$ cat src/rtl/uart_rx_pkg.sv
// rtl/uart_rx_pkg.sv - shared state encoding and parity helpers for the UART receiver
package uart_rx_pkg;

  typedef enum logic [2:0] {
    IDLE   = 3'd0,
    START  = 3'd1,
    DATA   = 3'd2,
    PARITY = 3'd3,
    STOP   = 3'd4
  } state_t;

  localparam logic PAR_EVEN = 1'b0;
  localparam logic PAR_ODD  = 1'b1;

  // Parity bit a correct transmitter sends, given the XOR of the data bits.
  function automatic logic f_exp_parity(input logic i_data_xor, input logic i_par_typ);
    return i_data_xor ^ (i_par_typ == PAR_ODD);
  endfunction

endpackage

$ cat src/rtl/uart_rx_fsm_if.sv
// rtl/uart_rx_fsm_if.sv - signal bundle between the frame controller, counter/sampler and consumer
interface uart_rx_fsm_if #(
  parameter int PRESCALE   = 32,
  parameter int DATA_WIDTH = 8
);
  localparam int PW = $clog2(PRESCALE) + 1;
  localparam int BW = $clog2(DATA_WIDTH) + 1;

  logic                  rx_in;
  logic                  par_en;
  logic                  par_typ;
  logic [PW-1:0]         prescale;
  logic [PW-1:0]         edge_cnt;
  logic [BW-1:0]         bit_cnt;
  logic                  sampled_bit;
  logic                  cnt_en;
  logic                  dat_samp_en;
  logic [DATA_WIDTH-1:0] p_dat;
  logic                  data_valid;
  logic                  par_err;
  logic                  stp_err;

  modport master (
    output rx_in, par_en, par_typ, prescale, edge_cnt, bit_cnt, sampled_bit,
    input  cnt_en, dat_samp_en, p_dat, data_valid, par_err, stp_err
  );

  modport slave (
    input  rx_in, par_en, par_typ, prescale, edge_cnt, bit_cnt, sampled_bit,
    output cnt_en, dat_samp_en, p_dat, data_valid, par_err, stp_err
  );

endinterface

$ cat src/rtl/uart_rx_deser.sv
// rtl/uart_rx_deser.sv - LSB-first shift register with parallel capture of the received word
module uart_rx_deser #(
  parameter int DATA_WIDTH = 8
) (
  input  logic                  CLK,
  input  logic                  RST,
  input  logic                  i_shift_en,
  input  logic                  i_load_en,
  input  logic                  i_sampled_bit,
  output logic [DATA_WIDTH-1:0] o_shreg,
  output logic [DATA_WIDTH-1:0] o_p_dat
);

  logic [DATA_WIDTH-1:0] r_shreg;
  logic [DATA_WIDTH-1:0] r_p_dat;

  // Shifting in at the top means the first bit received ends up in the LSB.
  always_ff @(posedge CLK or negedge RST) begin
    if (!RST) begin
      r_shreg <= '0;
      r_p_dat <= '0;
    end else begin
      if (i_shift_en) begin
        r_shreg <= {i_sampled_bit, r_shreg[DATA_WIDTH-1:1]};
      end
      if (i_load_en) begin
        r_p_dat <= r_shreg;
      end
    end
  end

  assign o_shreg = r_shreg;
  assign o_p_dat = r_p_dat;

endmodule

$ cat src/rtl/uart_rx_fsm.sv
// rtl/uart_rx_fsm.sv - UART receive frame controller: start/data/parity/stop sequencing and checks
module uart_rx_fsm
  import uart_rx_pkg::*;
#(
  parameter int PRESCALE   = 32,
  parameter int DATA_WIDTH = 8
) (
  input  logic          CLK,
  input  logic          RST,
  uart_rx_fsm_if.slave  bus
);

  localparam int PW = $clog2(PRESCALE) + 1;
  localparam int BW = $clog2(DATA_WIDTH) + 1;

  state_t                r_state;
  state_t                w_next;
  logic                  w_bit_end;
  logic                  w_shift_en;
  logic                  w_load_en;
  logic [DATA_WIDTH-1:0] w_shreg;
  logic                  r_data_valid;
  logic                  r_par_err;
  logic                  r_stp_err;

  assign w_bit_end = (bus.edge_cnt == (bus.prescale - PW'(1)));

  always_ff @(posedge CLK or negedge RST) begin
    if (!RST) begin
      r_state <= IDLE;
    end else begin
      r_state <= w_next;
    end
  end

  always_comb begin
    w_next     = r_state;
    w_shift_en = 1'b0;
    w_load_en  = 1'b0;
    case (r_state)
      IDLE: begin
        if (!bus.rx_in) begin
          w_next = START;
        end
      end
      START: begin
        if (w_bit_end) begin
          w_next = bus.sampled_bit ? IDLE : DATA;
        end
      end
      DATA: begin
        if (w_bit_end) begin
          w_shift_en = 1'b1;
          if (bus.bit_cnt == BW'(DATA_WIDTH)) begin
            w_next = bus.par_en ? PARITY : STOP;
          end
        end
      end
      PARITY: begin
        if (w_bit_end) begin
          w_next = STOP;
        end
      end
      STOP: begin
        if (w_bit_end) begin
          w_next    = IDLE;
          w_load_en = bus.sampled_bit && !r_par_err;
        end
      end
      default: begin
        w_next = IDLE;
      end
    endcase
  end

  // Flags are cleared only when a new frame begins so the consumer can read them afterwards.
  always_ff @(posedge CLK or negedge RST) begin
    if (!RST) begin
      r_data_valid <= 1'b0;
      r_par_err    <= 1'b0;
      r_stp_err    <= 1'b0;
    end else begin
      r_data_valid <= w_load_en;
      case (r_state)
        IDLE: begin
          if (!bus.rx_in) begin
            r_par_err <= 1'b0;
            r_stp_err <= 1'b0;
          end
        end
        PARITY: begin
          if (w_bit_end) begin
            r_par_err <= (bus.sampled_bit != f_exp_parity(^w_shreg, bus.par_typ));
          end
        end
        STOP: begin
          if (w_bit_end) begin
            r_stp_err <= ~bus.sampled_bit;
          end
        end
        default: begin
        end
      endcase
    end
  end

  uart_rx_deser #(
    .DATA_WIDTH (DATA_WIDTH)
  ) u_deser (
    .CLK           (CLK),
    .RST           (RST),
    .i_shift_en    (w_shift_en),
    .i_load_en     (w_load_en),
    .i_sampled_bit (bus.sampled_bit),
    .o_shreg       (w_shreg),
    .o_p_dat       (bus.p_dat)
  );

  assign bus.cnt_en      = (r_state != IDLE);
  assign bus.dat_samp_en = (r_state != IDLE);
  assign bus.data_valid  = r_data_valid;
  assign bus.par_err     = r_par_err;
  assign bus.stp_err     = r_stp_err;

endmodule
$ cat src/flat_wrapper.sv
// flat-port wrapper written by rule: the top's interface ports become plain ports
module uart_rx_fsm_flat import uart_rx_pkg::*;
#(
  parameter int PRESCALE   = 32,
  parameter int DATA_WIDTH = 8
)
  (CLK, RST, bus_rx_in, bus_par_en, bus_par_typ, bus_prescale, bus_edge_cnt, bus_bit_cnt, bus_sampled_bit, bus_cnt_en, bus_dat_samp_en, bus_p_dat, bus_data_valid, bus_par_err, bus_stp_err);
  uart_rx_fsm_if #(.PRESCALE(PRESCALE), .DATA_WIDTH(DATA_WIDTH)) bus_i ();
  input  logic CLK;
  input  logic RST;
  input wire logic [$bits(bus_i.rx_in)-1:0] bus_rx_in;
  input wire logic [$bits(bus_i.par_en)-1:0] bus_par_en;
  input wire logic [$bits(bus_i.par_typ)-1:0] bus_par_typ;
  input wire logic [$bits(bus_i.prescale)-1:0] bus_prescale;
  input wire logic [$bits(bus_i.edge_cnt)-1:0] bus_edge_cnt;
  input wire logic [$bits(bus_i.bit_cnt)-1:0] bus_bit_cnt;
  input wire logic [$bits(bus_i.sampled_bit)-1:0] bus_sampled_bit;
  output wire logic [$bits(bus_i.cnt_en)-1:0] bus_cnt_en;
  output wire logic [$bits(bus_i.dat_samp_en)-1:0] bus_dat_samp_en;
  output wire logic [$bits(bus_i.p_dat)-1:0] bus_p_dat;
  output wire logic [$bits(bus_i.data_valid)-1:0] bus_data_valid;
  output wire logic [$bits(bus_i.par_err)-1:0] bus_par_err;
  output wire logic [$bits(bus_i.stp_err)-1:0] bus_stp_err;
  assign bus_i.rx_in = bus_rx_in;
  assign bus_i.par_en = bus_par_en;
  assign bus_i.par_typ = bus_par_typ;
  assign bus_i.prescale = bus_prescale;
  assign bus_i.edge_cnt = bus_edge_cnt;
  assign bus_i.bit_cnt = bus_bit_cnt;
  assign bus_i.sampled_bit = bus_sampled_bit;
  assign bus_cnt_en = bus_i.cnt_en;
  assign bus_dat_samp_en = bus_i.dat_samp_en;
  assign bus_p_dat = bus_i.p_dat;
  assign bus_data_valid = bus_i.data_valid;
  assign bus_par_err = bus_i.par_err;
  assign bus_stp_err = bus_i.stp_err;
  uart_rx_fsm #(.PRESCALE(PRESCALE), .DATA_WIDTH(DATA_WIDTH)) u_core (.CLK(CLK), .RST(RST), .bus(bus_i));
endmodule
$ cat config.mk
export PLATFORM = sky130hd
export DESIGN_NAME = uart_rx_fsm_flat
export DESIGN_NICKNAME = d
export VERILOG_FILES = /design/src/rtl/uart_rx_pkg.sv /design/src/rtl/uart_rx_fsm_if.sv /design/src/rtl/uart_rx_deser.sv /design/src/rtl/uart_rx_fsm.sv /design/src/flat_wrapper.sv
export SDC_FILE = /design/constraint.sdc
export NUM_CORES = 1
export LEC_CHECK = 0
export CAP_MARGIN = 40
export CORE_ASPECT_RATIO = 0.9
export CORE_MARGIN = 2
export CORE_UTILIZATION = 45
export DETAILED_ROUTE_END_ITERATION = 7
export PLACE_DENSITY = 0.77
export SYNTH_ARGS = -nofsm -noshare
export SYNTH_HDL_FRONTEND = slang
export SYNTH_SLANG_ARGS = --single-unit
$ cat constraint.sdc
create_clock -name CLK -period 1.7 [get_ports CLK]
set_input_delay 0.255 -clock CLK [delete_from_list [all_inputs] [get_ports CLK]]
set_output_delay 0.255 -clock CLK [all_outputs]
set_load 0.05 [all_outputs]
Yosys cells after proc, flatten, opt, wreduce, memory -nomap -nowiden
Index checks and enable logic that the tools add are counted.
- bitwise operators: 2
- reductions and logical operators: 10
- eq/ne operators: 13
- add/subtract/negate cells: 1
- mux-type cells: 18
- operators by type and width (cell ; count):
    $mux W3 ; 7
    $pmux W3 S5 ; 1
    $ne A2 B1 Y1 const B ; 5
    $reduce_xor A8 Y1 ; 1
    $mux W1 ; 7
    $eq A3 B2 Y1 const B ; 2
    $eq A6 B6 Y1 ; 1
    $reduce_and A3 Y1 ; 2
    $reduce_and A6 Y1 ; 1
    $sub A6 B1 Y6 const B ; 1
    $eq A4 B4 Y1 const B ; 1
    $pmux W1 S2 ; 2
    $reduce_bool A2 Y1 ; 2
    $eq A3 B1 Y1 const B ; 1
    $eq A3 B3 Y1 const B ; 1
    $logic_not A3 Y1 ; 1
    $reduce_bool A3 Y1 ; 1
    $mux W2 ; 1
    $ne A2 B2 Y1 const B ; 1
    $logic_and A1 B1 Y1 ; 1
    $logic_not A1 Y1 ; 1
    $ne A1 B1 Y1 ; 1
    $not A1 Y1 ; 1
    $xor A1 B1 Y1 ; 1
- logic and storage cells: 50
- flip-flop bits (word level): 22
- output and inout bits: 13
- bits of input ports: 22

Depth between registers and ports, before layout
Gate-level depths: netlist (run 1).
- word-level depth: 5
- mapped depth: 7
- mapped depth without buffers: 7

Hierarchy
From an unflattened synthesis (run 1), not the netlist that was laid out.
- cells, all modules: 107
- area total of the unflattened synthesis: 1303.8 um^2
- by module, submodules not included (module ; sequential area each (um^2) ; times used ; area each (um^2) ; cells each):
    uart_rx_deser ; 400.4 ; 1 ; 663.1 ; 34
    uart_rx_fsm ; 150.1 ; 1 ; 640.6 ; 73

Worst setup path before layout (run 1)
No wires, ideal clock.
- path kind: input to register
- start point: input port bus_prescale[0]
- end point: register u_core.u_deser.r_p_dat[0] (netlist: u_core.u_deser.o_p_dat[0])
- slack: -0.423 ns
- required time: 1.575 ns
- data arrival time: 1.999 ns
- path buffers: 0
- stages on the path: 5
- setup time: 0.125 ns
- cell sequence: or4_4 o21a_1 nor4_4 nand4_4 mux2_2
- cells in the longest elaborated chain, start to end: 4
- RTL lines (element ; line ; source):
    from (decl) ; flat_wrapper.sv:14 ; input wire logic [$bits(bus_i.prescale)-1:0] bus_prescale;
    $sub A6 B1 Y6 ; uart_rx_fsm.sv:26 ; assign w_bit_end = (bus.edge_cnt == (bus.prescale - PW'(1)));
    $eq A6 B6 Y1 ; uart_rx_fsm.sv:26 ;
    $mux W1 ; uart_rx_fsm.sv:65 ; if (w_bit_end) begin
    $mux W1 ; uart_rx_fsm.sv:40 ; case (r_state)
    to (signal assigned) ; uart_rx_deser.sv:27 ; r_p_dat <= r_shreg;
    to (decl) ; uart_rx_deser.sv:15 ; logic [DATA_WIDTH-1:0] r_p_dat;
Every way passes these cells.
A chain may end at the register's enable or synchronous reset.

Worst setup path in the final report (run 1)
- start point: input port bus_edge_cnt[3]
- end point: register u_core.u_deser.r_shreg[0] (netlist: u_core.u_deser.o_shreg[0])
- cells in the longest elaborated chain, start to end: 3
- RTL lines (element ; line ; source):
    from (decl) ; flat_wrapper.sv:15 ; input wire logic [$bits(bus_i.edge_cnt)-1:0] bus_edge_cnt;
    $eq A6 B6 Y1 ; uart_rx_fsm.sv:26 ;
    $mux W1 ; uart_rx_fsm.sv:52 ; if (w_bit_end) begin
    $mux W1 ; uart_rx_fsm.sv:40 ;
    to (signal assigned) ; uart_rx_deser.sv:24 ; r_shreg <= {i_sampled_bit, r_shreg[DATA_WIDTH-1:1]};
    to (decl) ; uart_rx_deser.sv:14 ; logic [DATA_WIDTH-1:0] r_shreg;
Every way passes these cells.

==> summary.txt, run 1 <==
Timing
  • Final-report hold violation count: 0
  • Final Cycle Share: 102%
  • Slew Viols, Final: 0
  • Skew final: 0.00852 ns
  • Slew @ Worst Pin: 0.392 ns
  • Tmin final: 1.73 ns
  • Max Freq: 576 MHz
  • RSZ-0062 raised after global routing: yes
  • Hold_ws: about 0.28 ns
  • Max_slew headroom: 73.8%
  • Final setup viols: 9
  • Worst setup margin: -0.0347 ns

Drt
  • # DRC: 0
  • Met2 wire len: 1.15 mm
  • Met3 WL: 139 µm
  • Via count: 951
  • Met1 Wirelength: 1.17 mm
  • WL final: 2.46 mm
  • Drt first pass iters: 4
  • Wire per inst: ~14 µm
  • DR top layer: met3
  • Drt via density: between 5 and 6
  • Starting DRT DRC Count: 4
  • Final ANT Viol Nets: 0

Run
  • Maxcap violations: 0

Yosys
  • Asr flop ratio synth: 100%
  • Synth Instances: 101
  • Largest area contributor in the netlist: dfrtp_1
  • Syn avg cell area: 12.2 µm²
  • Seq/Total Area, Yosys: between 40 and 50%
  • Largest cells by area after synthesis: dfrtp_1, mux2_2, xnor2_1
  • Number of synthesized register bits: 22
  • Synthesized cell area: 1230 µm²
  • Syn nets: 124
  • Top FF cell, synth: dfrtp_1
  • EDFF count, synth: 0
  • Post-synthesis cell type count: 30
  • Synth warn: 0
  • Synth top area share: 44.7%

CTS
  • CTS Buffer Depth: 2
  • Clock Latency Late Sink: 0.30 ns
  • Hold_buf cts: 0
  • Clock Pin Slew Worst Setup and Hold Paths: 0.12 ns
  • CTS tree: done
  • Sink count of the clock tree: 22
  • H-tree depth: 1
  • TritonCTS Buffers: 3
  • CTS root buf: clkbuf_4

Setup path
  • Worst r2r dst: u_core.u_deser.o_shreg[0]
  • Crit path kind: primary input to register
  • Worst path buffer plus inverter count: 2
  • Critical path startpoint category: primary input
  • Slowest-stage cell, CP: clkdlybuf4s50_1
  • Crit path cell chain: clkdlybuf4s50_1 -> xnor2_2 -> xnor2_1 -> nor4_4 -> buf_4 -> nand4_4 -> mux2_4
  • CP max stage delay: 0.45 ns
  • CP endpoint kind: register
  • Depth of the worst register-to-register path: 3
  • Reg2reg setup slack: 0.14 ns
  • RR Startpoint: u_core.r_state[1]
  • CP top delay family: buffers and inverters
  • Critical path peak fanout: 8
  • Required @ worst endpoint: between 1.5 and 2 ns
  • Worst Path Arrival: 1.94 ns

Die
  • Top-Level Pins: 35
  • Core Rows: 17
  • Die height: 53.6 µm
  • Starting Density: approximately 49%
  • Core area: approximately 2500 µm²
  • Die width: between 50 and 60 µm
  • Die Area: 3170 µm²

Pwr
  • Tot Pwr: 1.33 mW
  • Pwr dens: ~760 nW/µm²
  • Static Leakage: 0.863 nW
  • Peak supply drop: 0.482 mV

Layout
  • Area Growth Syn to Fin: 42.8%
  • Final non-filler cell total: between 150 and 200
  • # diodes: 0
  • Nets@finish: 177
  • Layout cell share with drive strength beyond 1: 40.5%

Global routing
  • Total global-route track usage: 17.9%
  • Number of global-route vias before repair: approximately 980
  • Pin count of the biggest net entering global routing: 23
  • Total congestion overflow: 0
  • Initial antenna violation count: 0
  • First-pass GRT wire length: between 4 and 5 mm

Min path
  • Hold Path Class: primary input to asynchronous set/reset pin

Placement
  • Detailed-placement wirelength estimate: 1.91 mm
  • Placed insts: roughly 180
  • Port bufs: 34
  • GPL Wtd Cong: 0.806
  • Place WS: -0.836 ns

Run status
  • Violated checks: negative setup slack
  • Status: complete, but fails checks
-- how the worst max path moves through the flow --
stage	to	startpoint	slack (ns)	cells after the start
6_report	u_core.u_deser.o_shreg[0]	bus_edge_cnt[3]	-0.03	7
5_1_grt	u_core.u_deser.o_shreg[0]	bus_edge_cnt[3]	-0.10	7
4_1_cts	u_core.u_deser.o_p_dat[6]	bus_prescale[0]	-0.02	7
3_5_place_dp	u_core.u_deser.o_p_dat[6]	bus_prescale[0]	-0.84	8
3_3_place_gp	u_core.u_deser.o_shreg[0]	bus_prescale[0]	-0.77	8
2_1_floorplan	u_core.u_deser.o_p_dat[0]	bus_prescale[0]	-0.27	5
-- synthesized netlist by cell type, types with 2 or more instances --
| library cell | instances |
|---|---|
| inv_1 | 3 |
| dfrtp_1 | 22 |
| nand3_1 | 2 |
| mux2_2 | 16 |
| nor3_1 | 3 |
| or3_1 | 3 |
| nor2_1 | 2 |
| mux2i_1 | 4 |
| a31oi_1 | 2 |
| a211oi_1 | 2 |
| xnor2_1 | 12 |
| o21ai_0 | 4 |
| xor2_1 | 3 |
| nor2b_1 | 4 |
| nand2_1 | 3 |
| nand4_4 | 2 |
-- cell families after synthesis --
group	synth area share [%]
xor+xnor	10.7
flops	44.7
simple gates	17.4
compound gates	6.90
fa+ha+maj	1.02
buf+inv	1.52
mux	17.9
-- through the flow --
stage	utilization, %	cell area (µm²)	TNS, ns
5_1_grt	69.6	1760	-1.25
2_1_floorplan	-	1230	-4.79
3_3_place_gp	65.8	1670	-16.24
6_report	69.6	1760	-0.229
4_1_cts	68.3	1730	-0.0697
3_5_place_dp	65.8	1670	-17.63
-- area by class of cell --
class | instances | area, µm²
Sequential cell | 22 | 551
Multi-Input combinational cell | 75 | 702
Fill cell | 193 | 771
Tap cell | 28 | 35.0
Timing Repair Buffer | 49 | 425
Inverter | 3 | 11.3
Clock buffer | 4 | 36.3
-- power by group --
part	leakage (nW)	internal, mW	switching, mW
clock	0.0210	0.131	0.152
sequential	0.303	0.548	0.0453
combinational	0.540	0.207	0.250
total	0.863	0.886	0.447
-- cells in the final DEF (no fill, tap or decap), types with 3 or more instances in the layout --
master            n
buf_4            27
clkbuf_4          3
clkdlybuf4s50_1  11
dfrtp_1          22
dlygate4sd2_1     4
inv_1             3
mux2_2           14
mux2i_1           4
nand2_1           3
nor2b_1           4
o21ai_0           3
xnor2_1          11
xor2_1            3
-- registers in the layout, indices dropped and copies added (netlist names) --
| name | cells |
|---|---|
| u_core.bus.data_valid | 1 |
| u_core.r_state | 3 |
| u_core.u_deser.o_shreg | 8 |
| u_core.bus.par_err | 1 |
| u_core.u_deser.o_p_dat | 8 |
| u_core.bus.stp_err | 1 |
-- metal layers --
layer / vias to the layer above / GRT usage, %
met5: - / 0
met4: 0 / 3.41
met3: 0 / 5.05
met2: 27 / 29.6
met1: 451 / 23.7
li1: 473 / -
-- repair_timing --
| item | in CTS | in global routing |
|---|---|---|
| resized for setup | 28 | 6 |
| hold endpoints to repair | 0 | 0 |
| setup endpoints to repair | 22 | 18 |
| pin swaps | 8 | 6 |
| buffers inserted | 2 | 0 |
Power figures use the tool's default switching activity.
==> run 2, diff against run 1 <==
PLACE_DENSITY = 0.79   (was 0.77)
SKIP_LAST_GASP = 1   (was unset)
==> run 2 against run 1 <==
  * The run still ends with negative setup slack left
  * Setup slack better by 0.011 ns
  * Clock power rose by 41%
  * First-iteration DRC count grew 75%
  * Global-route usage grew 0.50 points
  * Clock skew is 0.0058 ns lower
==> summary.txt, run 2 (same netlist as run 1, synthesis figures left out) <==
Setup path
  • Crit path cell chain: buf_6 -> or4_4 -> o21a_1 -> nor4_4 -> buf_4 -> nand4_4 -> mux2_4
  • Worst path buffer plus inverter count: 2 (unchanged)
  • CP top delay family: simple AND/OR/NAND/NOR gates
  • Critical path startpoint category: primary input
  • Slowest-stage cell, CP: or4_4
  • Worst Path Arrival: 1.93 ns (about the same)
  • CP max stage delay: 0.53 ns (+0.08 ns)
  • CP endpoint kind: register
  • Crit path kind: primary input to register
  • Required @ worst endpoint: 1.91 ns (about the same)
  • Critical path peak fanout: 8 (unchanged)

Timing
  • Tmin final: 1.72 ns (-0.0112 ns)
  • Slew @ Worst Pin: 0.377 ns (-0.0149 ns)
  • RSZ-0062 raised after global routing: yes
  • Final-report hold violation count: 0 (unchanged)
  • Final setup viols: 5 (-4)
  • Final Cycle Share: 101% (-0.66 points)
  • Slew Viols, Final: 0 (unchanged)
  • Max_slew headroom: 74.8% (+0.99 points)
  • Max Freq: 580 MHz (+0.65%)
  • Skew final: 0.00275 ns (-0.00578 ns)
  • Worst setup margin: -0.0235 ns (+0.0112 ns)

CTS
  • Sink count of the clock tree: 22 (unchanged)
  • Clock Latency Late Sink: 0.31 ns (about the same)
  • CTS tree: done
  • TritonCTS Buffers: 3 (unchanged)
  • Hold_buf cts: 0 (unchanged)
  • CTS root buf: clkbuf_4
  • Clock Pin Slew Worst Setup and Hold Paths: 0.12 ns (about the same)
  • CTS Buffer Depth: 2 (unchanged)
  • H-tree depth: 1 (unchanged)

Pwr
  • Reg power frac: 38.5% (-6.0 points)
  • Tot Pwr: 1.52 mW (+14%)
  • Clk pwr share: 26.1% (+4.9 points)
  • Pwr dens: 848 nW/µm² (+12%)
  • Sw Ratio: 31.8% (-1.8 points)
  • Power share of the combinational group: 35.3% (+1.0 points)
  • Static Leakage: 0.870 nW (+0.81%)
  • Peak supply drop: 0.486 mV (+0.94%)
  • Internal power: 1.04 mW (+17%)
  • NetSw: 482 µW (+7.8%)

Placement
  • Place WS: -0.836 ns (-0.000109 ns)
  • Detailed-placement wirelength estimate: 1.95 mm (+2.2%)
  • GPL Wtd Cong: 0.829 (+2.8%)
  • Port bufs: 34 (unchanged)
  • Placed cell areas: 1660 µm² (-0.45%)

Drt
  • Starting DRT DRC Count: 7 (+3)
  • WL final: 2.60 mm (+5.7%)
  • Drt via density: 5.34 (+1.6%)
  • # DRC: 0 (unchanged)
  • Final ANT Viol Nets: 0 (unchanged)
  • Wire per inst: 14.4 µm (+5.7%)
  • Drt first pass iters: 4 (unchanged)
  • Via count: 966 (+1.6%)

Run status
  • Status: complete, but fails checks
  • Violated checks: negative setup slack

Global routing
  • First-pass GRT wire length: 4.31 mm (+0.63%)
  • Total global-route track usage: 18.4% (+0.50 points)
  • Initial antenna violation count: 0 (unchanged)
  • Pin count of the biggest net entering global routing: 23 (unchanged)
  • Number of global-route vias before repair: 945 (-3.7%)
  • Total congestion overflow: 0 (unchanged)

Run
  • Maxcap violations: 0 (unchanged)

Layout
  • Most frequent cells in the layout: buf_4, dfrtp_1, mux2_2
  • Nets@finish: 177 (unchanged)
  • Layout cell share with drive strength beyond 1: 44.4% (+3.9 points)
  • Most common cell after layout, fill and taps aside: buf_4
  • Area Growth Syn to Fin: 45.2%
  • Finished Cell Area: 1790 µm² (+1.6%)
  • # diodes: 0 (unchanged)
  • Multi-input logic area: 716 µm² (+2.0%)
  • Fill cells: 179 (-7.3%)
  • Seq. cell area: 551 µm² (unchanged)

Die
  • Die width: 59.2 µm (unchanged)
  • Die height: 53.6 µm (unchanged)
  • Core area: 2530 µm² (unchanged)
  • Die Area: 3170 µm² (unchanged)
  • Starting Density: 48.7% (unchanged)
  • Top-Level Pins: 35 (unchanged)
  • Core Rows: 17 (unchanged)

Min path
  • Hold Path Class: primary input to asynchronous set/reset pin
==> run 2: path summary, 6_finish.rpt <==
path                                                 from                         to  slack [ns]  cells past startpoint
worst max-delay path                      bus_prescale[3]  u_core.u_deser.o_shreg[6]       -0.02                      7
worst min-delay path                                  RST         u_core.bus.par_err        0.28                      2
worst max register to register          u_core.r_state[1]  u_core.u_deser.o_p_dat[1]        0.13                      5
worst min register to register  u_core.u_deser.o_p_dat[3]  u_core.u_deser.o_p_dat[3]        0.52                      1
max in group asynchronous                             RST          u_core.r_state[1]        1.20                      2
min in group CLK                u_core.u_deser.o_p_dat[3]  u_core.u_deser.o_p_dat[3]        0.52                      1
==> run 2: per-layer routing <==
layer  share of wire (%)  routed length, µm  vias up  GRT usage [%]
met2                  49               1280       20           30.7
met3                 4.3                113        5           3.85
met5                   0                  0        -              0
met4                 1.7                 43        0           8.33
met1                  45               1160      470           23.1
li1                    -                  -      471              -
==> run 2: power by group through the flow <==
stage                     Clock [mW]  Sequential, mW  Combinational [mW]
after floorplan                    0           0.599               0.282
after global routing           0.425           0.591               0.577
final                          0.397           0.585               0.536
after detailed placement           0           0.589               0.470
after global placement             0           0.588               0.463
after CTS                      0.405           0.579               0.485
==> run 2: what timing repair did <==
item | CTS | global route
endpoints found under the setup margin | 24 | 22
buffers inserted | 2 | 1
gates resized for setup | 26 | 13
pin swaps | 6 | 7
==> run 2: stage by stage <==
step	setup TNS, ns	hold WS (ns)	cells	utilization (%)
2_1_floorplan	-4.79	-0.0406	101	-
3_3_place_gp	-16.10	0.492	174	65.5
3_5_place_dp	-17.58	0.495	174	65.5
4_1_cts	-0.0344	0.286	180	68.8
5_1_grt	-0.801	0.290	181	70.7
6_report	-0.0577	0.281	181	70.7
==> run 2: area by class of cell <==
class	count	area share, %
clock buffers	3	1.26
clock inverters	1	1.68
inverters	3	0.629
multi-input cells	75	40.0
flip-flops and latches	22	30.8
well taps	28	1.96
repair buffers	49	23.7
==> run 3, diff against run 2 <==
SKIP_LAST_GASP = unset   (was 1)
==> results of run 3 <==
Final layout, timing and power as in run 2 (identical DEF).
